`config.mk`:
```
export PLATFORM = sky130hd
export DESIGN_NAME = dmem_access_unit_flat
export DESIGN_NICKNAME = d
export VERILOG_FILES = /design/src/rtl/rv32_pkg.sv /design/src/rtl/dmem_access_unit_if.sv /design/src/rtl/dmem_load_align.sv /design/src/rtl/dmem_access_unit.sv /design/src/flat_wrapper.sv
export SDC_FILE = /design/constraint.sdc
export NUM_CORES = 1
export LEC_CHECK = 0
export BUFFER_PORTS_ARGS = -buffer_cell sky130_fd_sc_hd__buf_2
export CAP_MARGIN = 20
export CORE_MARGIN = 4
export CORE_UTILIZATION = 25
export DETAILED_ROUTE_END_ITERATION = 10
export PLACE_DENSITY = 0.57
export SLEW_MARGIN = 20
export SYNTH_ARGS = -nofsm -noshare
export SYNTH_HDL_FRONTEND = slang
export SYNTH_SLANG_ARGS = --single-unit
```
`constraint.sdc`:
```
create_clock -name clk -period 2.53 [get_ports clk]
set_input_delay 0.1265 -clock clk [delete_from_list [all_inputs] [get_ports clk]]
set_output_delay 0.1265 -clock clk [all_outputs]
set_load 0.01 [all_outputs]
```
`src/rtl/rv32_pkg.sv`:
```
// rv32_pkg: RV32I load/store funct3 codes, data-memory FSM states and lane helpers.
package rv32_pkg;

    localparam logic [2:0] LB  = 3'b000;
    localparam logic [2:0] LH  = 3'b001;
    localparam logic [2:0] LW  = 3'b010;
    localparam logic [2:0] LBU = 3'b100;
    localparam logic [2:0] LHU = 3'b101;
    localparam logic [2:0] SB  = 3'b000;
    localparam logic [2:0] SH  = 3'b001;
    localparam logic [2:0] SW  = 3'b010;

    typedef enum logic [1:0] {
        IDLE = 2'd0,
        REQ  = 2'd1,
        WAIT = 2'd2,
        DONE = 2'd3
    } state_t;

    // Half accesses ignore a[0] so an untrapped misaligned half still hits a legal lane pair.
    function automatic logic [3:0] byte_en(input logic [1:0] sz, input logic [1:0] a);
        return sz == 2'b00 ? 4'b0001 << a : sz == 2'b01 ? (a[1] ? 4'b1100 : 4'b0011) : 4'b1111;
    endfunction

    function automatic logic [31:0] lane_data(input logic [1:0] sz, input logic [31:0] d);
        return sz == 2'b00 ? {4{d[7:0]}} : sz == 2'b01 ? {2{d[15:0]}} : d;
    endfunction

endpackage

```
`src/rtl/dmem_access_unit_if.sv`:
```
// dmem_access_unit_if: control-side strobes and memory-bus handshake of the data-memory access unit.
interface dmem_access_unit_if;

    logic        req_rd;
    logic        req_wr;
    logic [2:0]  funct3;
    logic [31:0] addr;
    logic [31:0] wdata;
    logic        busy;
    logic        done;
    logic [31:0] rdata;
    logic        err;
    logic        mem_req;
    logic        mem_we;
    logic [3:0]  mem_be;
    logic [31:0] mem_addr;
    logic [31:0] mem_wdata;
    logic        mem_gnt;
    logic        mem_rvalid;
    logic [31:0] mem_rdata;

    modport slave (
        input  req_rd, req_wr, funct3, addr, wdata, mem_gnt, mem_rvalid, mem_rdata,
        output busy, done, rdata, err, mem_req, mem_we, mem_be, mem_addr, mem_wdata
    );

    modport master (
        output req_rd, req_wr, funct3, addr, wdata, mem_gnt, mem_rvalid, mem_rdata,
        input  busy, done, rdata, err, mem_req, mem_we, mem_be, mem_addr, mem_wdata
    );

endinterface

```
`src/rtl/dmem_load_align.sv`:
```
// dmem_load_align: selects the addressed byte/half/word of a raw read word and sign- or zero-extends it.
module dmem_load_align (
    input  logic [2:0]  i_funct3,
    input  logic [1:0]  i_addr_lo,
    input  logic [31:0] i_word,
    output logic [31:0] o_data
);

    logic [7:0]  w_byte;
    logic [15:0] w_half;

    assign w_byte = i_word[{i_addr_lo, 3'b000} +: 8];
    assign w_half = i_addr_lo[1] ? i_word[31:16] : i_word[15:0];

    // funct3[2] marks the unsigned variants.
    always_comb begin
        o_data = i_funct3[1] ? i_word
               : i_funct3[0] ? {{16{~i_funct3[2] & w_half[15]}}, w_half}
               : {{24{~i_funct3[2] & w_byte[7]}}, w_byte};
    end

endmodule

```
`src/rtl/dmem_access_unit.sv`:
```
// dmem_access_unit: RV32I load/store unit bridging the control FSM to a req/gnt/rvalid memory bus.
// Define DMEM_MISALIGN_TRAP_EN to flag misaligned half/word accesses as errors instead of truncating the address.
module dmem_access_unit
    import rv32_pkg::*;
#(
    parameter int TIMEOUT_CYCLES = 255
) (
    input logic               clk,
    input logic               rstn,
    dmem_access_unit_if.slave bus
);

    localparam int CW = $clog2(TIMEOUT_CYCLES + 1);

    state_t        r_state;
    logic          r_we;
    logic          r_busy;
    logic          r_done;
    logic          r_err;
    logic          r_req;
    logic [2:0]    r_f3;
    logic [31:0]   r_addr;
    logic [31:0]   r_wdata;
    logic [31:0]   r_rdata;
    logic [3:0]    r_be;
    logic [CW-1:0] r_cnt;
    logic          w_start;
    logic          w_f3_ok;
    logic          w_legal;
    logic          w_tmo;
    logic [31:0]   w_ld;

    assign w_start = bus.req_wr | bus.req_rd;
    assign w_tmo   = r_cnt == CW'(TIMEOUT_CYCLES - 1);

    always_comb begin
        w_f3_ok = bus.req_wr ? bus.funct3 inside {SB, SH, SW} : bus.funct3 inside {LB, LH, LW, LBU, LHU};
`ifdef DMEM_MISALIGN_TRAP_EN
        w_legal = w_f3_ok && !(bus.funct3[1:0] == 2'b01 && bus.addr[0])
                          && !(bus.funct3[1:0] == 2'b10 && bus.addr[1:0] != 2'b00);
`else
        w_legal = w_f3_ok;
`endif
    end

    dmem_load_align u_align (
        .i_funct3  (r_f3),
        .i_addr_lo (r_addr[1:0]),
        .i_word    (bus.mem_rdata),
        .o_data    (w_ld)
    );

    always_ff @(posedge clk or negedge rstn) begin
        if (!rstn) begin
            r_state <= IDLE;
            r_we    <= 1'b0;
            r_busy  <= 1'b0;
            r_done  <= 1'b0;
            r_err   <= 1'b0;
            r_req   <= 1'b0;
            r_f3    <= '0;
            r_addr  <= '0;
            r_wdata <= '0;
            r_rdata <= '0;
            r_be    <= '0;
            r_cnt   <= '0;
        end else begin
            r_done <= 1'b0;
            case (r_state)
                IDLE: if (w_start) begin
                    r_we    <= bus.req_wr;
                    r_f3    <= bus.funct3;
                    r_addr  <= bus.addr;
                    r_be    <= byte_en(bus.funct3[1:0], bus.addr[1:0]);
                    r_wdata <= lane_data(bus.funct3[1:0], bus.wdata);
                    r_cnt   <= '0;
                    r_busy  <= 1'b1;
                    r_req   <= w_legal;
                    r_err   <= ~w_legal;
                    r_done  <= ~w_legal;
                    r_state <= w_legal ? REQ : DONE;
                end
                REQ: if (bus.mem_gnt) begin
                    r_req   <= 1'b0;
                    r_cnt   <= '0;
                    r_done  <= r_we;
                    r_state <= r_we ? DONE : WAIT;
                end else if (w_tmo) begin
                    r_req   <= 1'b0;
                    r_err   <= 1'b1;
                    r_done  <= 1'b1;
                    r_state <= DONE;
                end else begin
                    r_cnt <= r_cnt + 1'b1;
                end
                WAIT: if (bus.mem_rvalid) begin
                    r_rdata <= w_ld;
                    r_done  <= 1'b1;
                    r_state <= DONE;
                end else if (w_tmo) begin
                    r_err   <= 1'b1;
                    r_done  <= 1'b1;
                    r_state <= DONE;
                end else begin
                    r_cnt <= r_cnt + 1'b1;
                end
                DONE: begin
                    r_busy  <= 1'b0;
                    r_state <= IDLE;
                end
            endcase
        end
    end

    assign bus.busy      = r_busy;
    assign bus.done      = r_done;
    assign bus.err       = r_err;
    assign bus.rdata     = r_rdata;
    assign bus.mem_req   = r_req;
    assign bus.mem_we    = r_we;
    assign bus.mem_be    = r_be;
    assign bus.mem_addr  = {r_addr[31:2], 2'b00};
    assign bus.mem_wdata = r_wdata;

endmodule

```
`src/flat_wrapper.sv`:
```
// flat-port wrapper written by rule: the top's interface ports become plain ports
module dmem_access_unit_flat import rv32_pkg::*;
#(
    parameter int TIMEOUT_CYCLES = 255
)
  (clk, rstn, bus_req_rd, bus_req_wr, bus_funct3, bus_addr, bus_wdata, bus_mem_gnt, bus_mem_rvalid, bus_mem_rdata, bus_busy, bus_done, bus_rdata, bus_err, bus_mem_req, bus_mem_we, bus_mem_be, bus_mem_addr, bus_mem_wdata);
  dmem_access_unit_if bus_i ();
  input logic clk;
  input logic rstn;
  input wire logic [$bits(bus_i.req_rd)-1:0] bus_req_rd;
  input wire logic [$bits(bus_i.req_wr)-1:0] bus_req_wr;
  input wire logic [$bits(bus_i.funct3)-1:0] bus_funct3;
  input wire logic [$bits(bus_i.addr)-1:0] bus_addr;
  input wire logic [$bits(bus_i.wdata)-1:0] bus_wdata;
  input wire logic [$bits(bus_i.mem_gnt)-1:0] bus_mem_gnt;
  input wire logic [$bits(bus_i.mem_rvalid)-1:0] bus_mem_rvalid;
  input wire logic [$bits(bus_i.mem_rdata)-1:0] bus_mem_rdata;
  output wire logic [$bits(bus_i.busy)-1:0] bus_busy;
  output wire logic [$bits(bus_i.done)-1:0] bus_done;
  output wire logic [$bits(bus_i.rdata)-1:0] bus_rdata;
  output wire logic [$bits(bus_i.err)-1:0] bus_err;
  output wire logic [$bits(bus_i.mem_req)-1:0] bus_mem_req;
  output wire logic [$bits(bus_i.mem_we)-1:0] bus_mem_we;
  output wire logic [$bits(bus_i.mem_be)-1:0] bus_mem_be;
  output wire logic [$bits(bus_i.mem_addr)-1:0] bus_mem_addr;
  output wire logic [$bits(bus_i.mem_wdata)-1:0] bus_mem_wdata;
  assign bus_i.req_rd = bus_req_rd;
  assign bus_i.req_wr = bus_req_wr;
  assign bus_i.funct3 = bus_funct3;
  assign bus_i.addr = bus_addr;
  assign bus_i.wdata = bus_wdata;
  assign bus_i.mem_gnt = bus_mem_gnt;
  assign bus_i.mem_rvalid = bus_mem_rvalid;
  assign bus_i.mem_rdata = bus_mem_rdata;
  assign bus_busy = bus_i.busy;
  assign bus_done = bus_i.done;
  assign bus_rdata = bus_i.rdata;
  assign bus_err = bus_i.err;
  assign bus_mem_req = bus_i.mem_req;
  assign bus_mem_we = bus_i.mem_we;
  assign bus_mem_be = bus_i.mem_be;
  assign bus_mem_addr = bus_i.mem_addr;
  assign bus_mem_wdata = bus_i.mem_wdata;
  dmem_access_unit #(.TIMEOUT_CYCLES(TIMEOUT_CYCLES)) u_core (.clk(clk), .rstn(rstn), .bus(bus_i));
endmodule
```
-- Word-level counts from Yosys, hierarchy flattened
Cells that the tools add are included.
- register bits: 118
- input port bits: 105
- output and inout bits: 105
- logic and storage cells: 84
- $add $sub $neg: 1
- eq/ne operators: 13
- shifts and indexed selects: 2
- multiplexer cells: 37
- bitwise gates (word level): 5
- reductions and logical operators: 14
- operators by type and width (cell ; number):
    $mux 32 ; 4
    $mux 8 ; 4
    $shiftx 32x6->8 ; 1
    $pmux 8 s3 ; 1
    $mux 16 ; 1
    $mux 1 ; 14
    $mux 4 ; 3
    $mux 2 ; 5
    $add 8x1->8 const B ; 1
    $eq 8x8->1 const B ; 1
    $pmux 2 s4 ; 1
    $eq 3x3->1 const B ; 2
    $pmux 1 s3 ; 2
    $reduce_and 2->1 ; 3
    $reduce_and 3->1 ; 2
    $reduce_bool 3->1 ; 2
    $reduce_bool 5->1 ; 1
    $eq 2x1->1 const B ; 2
    $eq 2x2->1 const B ; 2
    $logic_not 2->1 ; 2
    $ne 2x2->1 const B ; 2
    $pmux 1 s2 ; 2
    $reduce_and 4->1 ; 1
    $reduce_bool 2->1 ; 2
    9 further kinds ; 11

-- Depth between registers and ports, before layout
Gate-level depths: netlist (run 1).
- depth in word-level cells: 6
- depth in mapped cells: 8
- gate-level depth less buffers: 6

-- Hierarchy
Synthesis (run 1) repeated with hierarchy kept, for this count alone.
- cell total of the unflattened synthesis: 624
- area, all modules: 6095.8 µm²
- by module, submodules not included (module ; instances ; cells each ; area an instance (µm²) ; seq. area each (µm²)):
    dmem_access_unit ; 1 ; 526 ; 5353.9 ; 2952.8
    dmem_load_align ; 1 ; 98 ; 742.0 ; 0.0

-- Worst setup path before layout (run 1)
No wires, ideal clock.
- path kind: flip-flop to flip-flop
- start point: register u_core.r_state[0]
- end point: register u_core.r_err (netlist: u_core.bus.err)
- setup time: 0.066 ns
- arrival: 1.776 ns
- required time: 2.464 ns
- slack: 0.688 ns
- stages on the path, launching flop included: 9
- path buffers: 2
- clock period less this slack: 1.842 ns
- cells stage by stage: dfrtp_1 > inv_1 > ha_1 > and2_4 > buf_6 > or3_1 > buf_6 > a221oi_2 > o32a_1
- word-level cells in the longest chain between the ends: 3
- elaborated cells between the ends (all ways): 9
- those cells by class: eq/ne (5); mux (1); reduce/logical (3)
- RTL lines (element ; line ; text):
    start: declaration ; dmem_access_unit.sv:15 ; state_t r_state;
    start signal: assignment ; dmem_access_unit.sv:81 ; r_state <= w_legal ? REQ : DONE;
    start signal: assignment ; dmem_access_unit.sv:87 ; r_state <= r_we ? DONE : WAIT;
    $eq 2x1->1, or another cell as far along ; dmem_access_unit.sv:69 ; case (r_state)
    $ne 2x2->1 (no line), or another cell as far along ; - ;
    $reduce_and 4->1 (no line) ; - ;
    end signal: assignment ; dmem_access_unit.sv:79 ; r_err <= ~w_legal;
    end: declaration ; dmem_access_unit.sv:19 ; logic r_err;
Parallel ways exist; a longest one is shown, timed or not.
A chain may end at the register's enable or synchronous reset.

-- Final worst setup path (run 1)
- start point: register u_core.r_state[0]
- end point: register u_core.r_cnt[0]
- word-level cells in the longest chain between the ends: 3
- elaborated cells between the ends (all ways): 8
- those cells by class: eq/ne (4); mux (1); reduce/logical (3)
- RTL lines (element ; line ; text):
    $eq 2x2->1, or another cell as far along ; dmem_access_unit.sv:69 ;
    $ne 2x2->1 (no line), or another cell as far along ; - ;
    $reduce_and 3->1 (no line) ; - ;
    end signal: assignment ; dmem_access_unit.sv:94 ; r_cnt <= r_cnt + 1'b1;
    end signal: assignment ; dmem_access_unit.sv:105 ; r_cnt <= r_cnt + 1'b1;
    end: declaration ; dmem_access_unit.sv:26 ; logic [CW-1:0] r_cnt;
Parallel ways exist; a longest one is shown, timed or not.

==> results of run 1 <==
per-stage QoR:
step	hold WS, ns	power, mW
after floorplan	-0.1691	6.001
after global placement	0.1054	7.230
after detailed placement	0.1064	7.301
after CTS	0.0007388	10.03
after global routing	0.009872	10.66
final	0.01861	9.900
final timing paths:
kind	cells after the start	from	endpoint	slack, ns
hold reg to reg	2	u_core.r_addr[29]$_DFFE_PN0P_	u_core.r_addr[29]$_DFFE_PN0P_	0.47
setup reg to reg	7	u_core.r_state[0]$_DFFE_PN0P_	u_core.r_cnt[0]$_DFFE_PN0P_	0.44
setup / recovery	7	u_core.r_state[0]$_DFFE_PN0P_	u_core.r_cnt[0]$_DFFE_PN0P_	0.44
min in group asynchronous	2	rstn	u_core.bus.rdata[28]$_DFFE_PN0P_	0.21
hold / removal	3	bus_wdata[31]	u_core.bus.mem_wdata[31]$_DFFE_PN0P_	0.02
max in group asynchronous	3	rstn	u_core.r_addr[19]$_DFFE_PN0P_	1.60
cell usage after synthesis (all sizes together), types with 2 or more instances:
cell type    n  share of area [%]
a211o        2               0.30
a21oi       48                4.7
a31o         2               0.30
a31oi       12                1.3
a41oi        2               0.30
and3         2               0.21
buf         44                5.5
clkbuf      28                1.8
dfrtp      118                 50
ha           6                1.3
inv          6               0.38
mux2         8                1.5
mux2i       29                4.9
nand2      198                 13
nand2b       6               0.64
nand3        3               0.26
nand3b       8                1.0
nor2        42                2.7
nor2b        2               0.21
nor3         9               0.85
o21a         3               0.38
o21ai       40                3.4
o221a        7                1.3
o22a         2               0.30
or2          8               0.85
sequential cells by signal, summed over array words and instances, names as in the netlist, 2 cells and up:
name,count
u_core.bus.mem_wdata,32
u_core.r_state,2
u_core.r_addr,32
u_core.r_f3,3
u_core.bus.rdata,32
u_core.bus.mem_be,4
u_core.r_cnt,8
cell type report:
cell class / instances / share of cell area, %
flip-flops and latches: 118 / 35.50
multi-input cells: 457 / 29.98
repair buffers: 285 / 21.96
clock buffers: 18 / 5.160
well taps: 313 / 4.709
clock inverters: 14 / 2.407
inverters: 6 / 0.2708
layer usage:
| layer | part of all wire, % | wire length, microns |
|---|---|---|
| met1 | 44 | 8045 |
| met2 | 45 | 8218 |
| met3 | 8.6 | 1555 |
| met4 | 1.6 | 294 |
| met5 | 0 | 0 |
where the power goes:
| group | internal, mW | switching (mW) | leakage, nW | total [mW] |
|---|---|---|---|---|
| clock | 1.66 | 0.938 | 0.297 | 2.60 |
| combinational | 1.67 | 2.32 | 2.35 | 3.98 |
| sequential | 2.76 | 0.558 | 1.43 | 3.32 |
cell families after synthesis:
group           Yosys count  share of synthesized area, %
simple gates            283                         20.07
compound gates          129                         14.19
flops                   118                         50.29
buf+inv                  78                         7.628
mux                      37                         6.478
fa+ha+maj                 6                         1.278
other cells               1                       0.06386
worst reg2reg max path, stage by stage, from the launching register on:
cell	delay, ns
dfrtp_1	0.39
inv_1	0.09
ha_1	0.31
nor3b_1	0.18
buf_4	0.15
nor3_2	0.43
o21ai_0	0.18
a32o_1	0.23
timing repair:
item                                    in CTS  in global routing
endpoints found under the setup margin       0                  0
endpoints found under the hold margin       95                  0
gates resized for setup                      0                  0
hold buffers                                66                  0
==> flow_summary_export.csv, run 1 <==
group,metric,value,unit
grt,antenna_found_initial,0,
routing,drcViolationCount,0,
flow_run,drv_cap,0,
placed_design,placed_area,0.007027,sq mm
layout,stdcell_area,0.008317,sq mm
die,start_util,25.70,%
placed_design,numPortBuffers,207,
power,ir_worst_vdd,425.7,uV
layout,utilization,36.40,%
placed_design,finalWeightedCongestion,0.8216,
synthesis,syn_avg_cell_area,9.006,sq um
grt,track_usage,13.88,%
synthesis,synthArstFlopShare,100.0,%
grt,use_met3,5.154,%
grt,groute.layer.met1.usage,17.55,%
layout,diodes,0,
layout,final-seq-area,0.002953,sq mm
layout,fill_cells,2341,
clock_network,worstSkewPairLatency,0.41,ns
routing,ant_nets,0,
critical_path,slowest_stage,"nor3_2",
critical_path,critPathKind,"flip-flop to flip-flop",
critical_path,critical_path.max_stage_delay,0.43,ns
critical_path,critPathTopFamily,"simple AND/OR/NAND/NOR gates",
layout,syn2layout_area_growth,41.64,%
power,p_leak,4.081,nW
routing,drt_iter0_drc,242,
critical_path,crit_path_max_fanout,9,
clock_network,cts_tree,"done",
clock_network,cts-root-buf,"clkbuf_16",
critical_path,cp-end-kind,"flip-flop",
synthesis,yosys_most_used_dff,"dfrtp_1",
grt,first_global_vias,5468,
synthesis,syn_inst,652,
sta,tightest_slew,1.020,ns
die,die_width,161.3,microns
grt,grtUsageMet2,22.12,%
layout,drive_gt1_share,32.52,%
routing,firstDrtPassIters,5,
hold_path,hold_path_class,"primary input to flip-flop",
critical_path,worst-endpoint-arrival,2.38,ns
clock_network,clkTransAtPathRegs,0.06,ns
die,die-height,161.3,microns
sta,setup_viol,0,
synthesis,ys_types,49,
sta,clock.fmax,0.4787,GHz
routing,vias,5351,
placed_design,placedCellCount,1113,
grt,grt.overflow.total,0,
layout,layout.cells.non_filler,1211,
synthesis,synth_edf_count,0,
clock_network,clock_path_buffers,2,
grt,grt_max_degree,66,
synthesis,yosysWarnings,0,
sta,fin_tns_setup,0,ns
placed_design,dp_slack,0.4638,ns
clock_network,clkSinkCount,118,
routing,vias_per_cell,4.419,
clock_network,post_cts_buffers,0,
layout,layout_commonest_cell,"buf_2",
layout,final_cell_mix,"206 x buf_2, 198 x nand2_1, 118 x dfrtp_1",
die,io_pins,210,
layout,nNetsFinal,996,
run_status,outcome,"finished, final reports clean",
sta,finalWorstSetupSlack,0.4410,ns
critical_path,critPathLaunchType,"flip-flop",
sta,rsz0062_at_grt,"no",
sta,skew,0.01015,ns
routing,wl,18.11,mm
routing,wl_per_cell,14.96,microns
layout,multi_input_area,0.002494,sq mm
sta,maxSlewHeadroom,31.73,%
grt,grt_pass1_wl,29.16,mm
grt,busiest_layer,"met2",
critical_path,worstPathRequired,2.82,ns
synthesis,netlist_area,0.005872,sq mm
power,powerDensity,1190,mW/mm^2
sta,period_needed,2.089,ns
die,die-area,0.02600,sq mm
sta,fin_crit_sh,82.57,%
die,num_rows,55,
critical_path,worst-path-buf-inv,2,
clock_network,htreeDepth,4,
sta,hold_viol_final,0,
synthesis,synth-seq-cells,118,
die,fp.coreArea,0.02285,sq mm
sta,slew_violations,0,
synthesis,ys_seq_area_share,50.29,%
clock_network,numCtsBuffers,17,
placed_design,hpwl,12.48,mm
critical_path,cp_cell_sequence,"inv_1 -> ha_1 -> nor3b_1 -> buf_4 -> nor3_2 -> o21ai_0 -> a32o_1",
(Power assumes the default switching activity.)
==> run 2: changes to the inputs <==
==> constraint.sdc (replaced) <==
create_clock -name clk -period 2.05 [get_ports clk]
set_input_delay 0.1025 -clock clk [delete_from_list [all_inputs] [get_ports clk]]
set_output_delay 0.1025 -clock clk [all_outputs]
set_load 0.01 [all_outputs]
==> flow_summary_export.csv, run 2 (synthesis gave the netlist of run 1 again) <==
group,metric,value,unit
run_status,outcome,"finished, final reports clean",
routing,vias_per_cell,4.386,
clock_network,numCtsBuffers,17,
sta,skew,0.01062,ns
grt,grt_max_degree,119,
sta,fin_crit_sh,91.32,%
routing,drt_iter0_drc,277,
critical_path,critPathTopFamily,"simple AND/OR/NAND/NOR gates",
hold_path,hold_path_class,"primary input to flip-flop",
critical_path,crit_path_max_fanout,11,
grt,grt_pass1_wl,30.16,mm
layout,syn2layout_area_growth,46.73,%
die,start_util,25.70,%
sta,setup_viol,0,
sta,hold_viol_final,0,
clock_network,cts_tree,"done",
critical_path,cp-end-kind,"flip-flop",
critical_path,critical_path.max_stage_delay,0.44,ns
critical_path,worstPathRequired,2.39,ns
layout,fill_cells,2316,
placed_design,numPortBuffers,207,
grt,track_usage,14.39,%
routing,wl,18.54,mm
grt,first_global_vias,5582,
routing,drcViolationCount,0,
layout,multi_input_area,0.002505,sq mm
routing,vias,5421,
grt,antenna_found_initial,0,
power,p_leak,4.226,nW
die,num_rows,55,
clock_network,htreeDepth,4,
die,io_pins,210,
layout,final_cell_mix,"206 x buf_2, 198 x nand2_1, 118 x dfrtp_1",
routing,ant_nets,0,
layout,layout_commonest_cell,"buf_2",
placed_design,placed_area,0.007084,sq mm
layout,nNetsFinal,1021,
layout,diodes,0,
clock_network,clkSinkCount,118,
routing,wl_per_cell,15.00,microns
power,ir_worst_vdd,556.8,uV
critical_path,slowest_stage,"or3_4",
placed_design,hpwl,12.64,mm
sta,fin_tns_setup,0,ns
clock_network,clkTransAtPathRegs,0.06,ns
grt,grt.overflow.total,0,
die,die_width,161.3,microns
die,die-height,161.3,microns
critical_path,critPathLaunchType,"flip-flop",
sta,period_needed,1.872,ns
layout,stdcell_area,0.008616,sq mm
layout,drive_gt1_share,32.50,%
sta,rsz0062_at_grt,"no",
clock_network,clock_path_buffers,2,
critical_path,critPathKind,"flip-flop to flip-flop",
sta,maxSlewHeadroom,54.89,%
sta,slew_violations,0,
power,powerDensity,1464,mW/mm^2
flow_run,drv_cap,0,
critical_path,worst-endpoint-arrival,2.22,ns
sta,clock.fmax,0.5342,GHz
placed_design,finalWeightedCongestion,0.7974,
die,fp.coreArea,0.02285,sq mm
critical_path,worst-path-buf-inv,1,
routing,firstDrtPassIters,4,
sta,tightest_slew,0.6767,ns
clock_network,cts-root-buf,"clkbuf_16",
clock_network,worstSkewPairLatency,0.41,ns
die,die-area,0.02600,sq mm
layout,final-seq-area,0.002953,sq mm
critical_path,cp_cell_sequence,"inv_1 -> ha_1 -> and2_4 -> or3_4 -> a221oi_2 -> o32a_1",
[run 2: stage by stage]
| step | worst slack, ns | util (%) | power [mW] | std cells | hold slack (ns) |
|---|---|---|---|---|---|
| final | 0.1780 | 37.71 | 12.61 | 1236 | 0.01709 |
| after global routing | 0.009822 | 37.71 | 13.63 | 1236 | 0.03122 |
| after CTS | 0.07629 | 37.65 | 12.76 | 1236 | 0.001995 |
| after detailed placement | 0.08302 | 31.01 | 9.148 | 1119 | 0.2745 |
| after global placement | 0.1327 | 31.01 | 9.048 | 1119 | 0.2650 |
| after floorplan | 0.2076 | - | 7.406 | 653 | -0.1931 |
[run 2: layer usage]
| metal | share of wire [%] | vias to the layer above | GRT usage (%) |
|---|---|---|---|
| met5 | 0 | - | 0 |
| met4 | 1.1 | 0 | 3.916 |
| met3 | 8.3 | 11 | 5.001 |
| met2 | 47 | 204 | 23.41 |
| met1 | 44 | 2523 | 18.29 |
| li1 | - | 2683 | - |
[run 2: path summary, 6_finish.rpt]
check / endpoint / slack (ns) / cells after the start / start
worst max-delay path: u_core.bus.err$_DFFE_PN0P_ / 0.18 / 6 / u_core.r_state[0]$_DFFE_PN0P_
min in group asynchronous: u_core.r_cnt[1]$_DFFE_PN0P_ / 0.35 / 3 / rstn
worst min register to register: u_core.r_addr[21]$_DFFE_PN0P_ / 0.47 / 2 / u_core.r_addr[21]$_DFFE_PN0P_
max in group asynchronous: u_core.r_addr[15]$_DFFE_PN0P_ / 1.20 / 3 / rstn
worst min-delay path: u_core.bus.mem_wdata[22]$_DFFE_PN0P_ / 0.02 / 3 / bus_wdata[22]
worst max register to register: u_core.bus.err$_DFFE_PN0P_ / 0.18 / 6 / u_core.r_state[0]$_DFFE_PN0P_
[run 2: tightest hold or removal path: cells and delay by family]
| family | cells | cell delay (ns) |
|---|---|---|
| AOI/OAI and AO/OA | 1 | 0.15 |
| muxes | 1 | 0.05 |
| buffers and inverters | 1 | 0.08 |
[run 2: power by group]
group	switching, mW	total (mW)	leakage, nW	internal (mW)
logic	2.97	5.17	2.47	2.20
clock network	1.20	3.39	0.325	2.19
registers	0.637	4.04	1.43	3.41
[run 2: repair_timing]
item	in CTS	in global routing
hold buffers	85	0
gates resized for setup	0	3
endpoints found under the setup margin	0	5
buffers inserted	0	0
endpoints found under the hold margin	203	0
[run 2: final cells by class]
| type | instances | share of cell area (%) |
|---|---|---|
| clock buffers | 17 | 4.938 |
| clock inverters | 15 | 2.788 |
| inverters | 6 | 0.2614 |
| multi-input cells | 457 | 29.07 |
| flip-flops and latches | 118 | 34.27 |
| well taps | 313 | 4.545 |
| repair buffers | 310 | 24.12 |
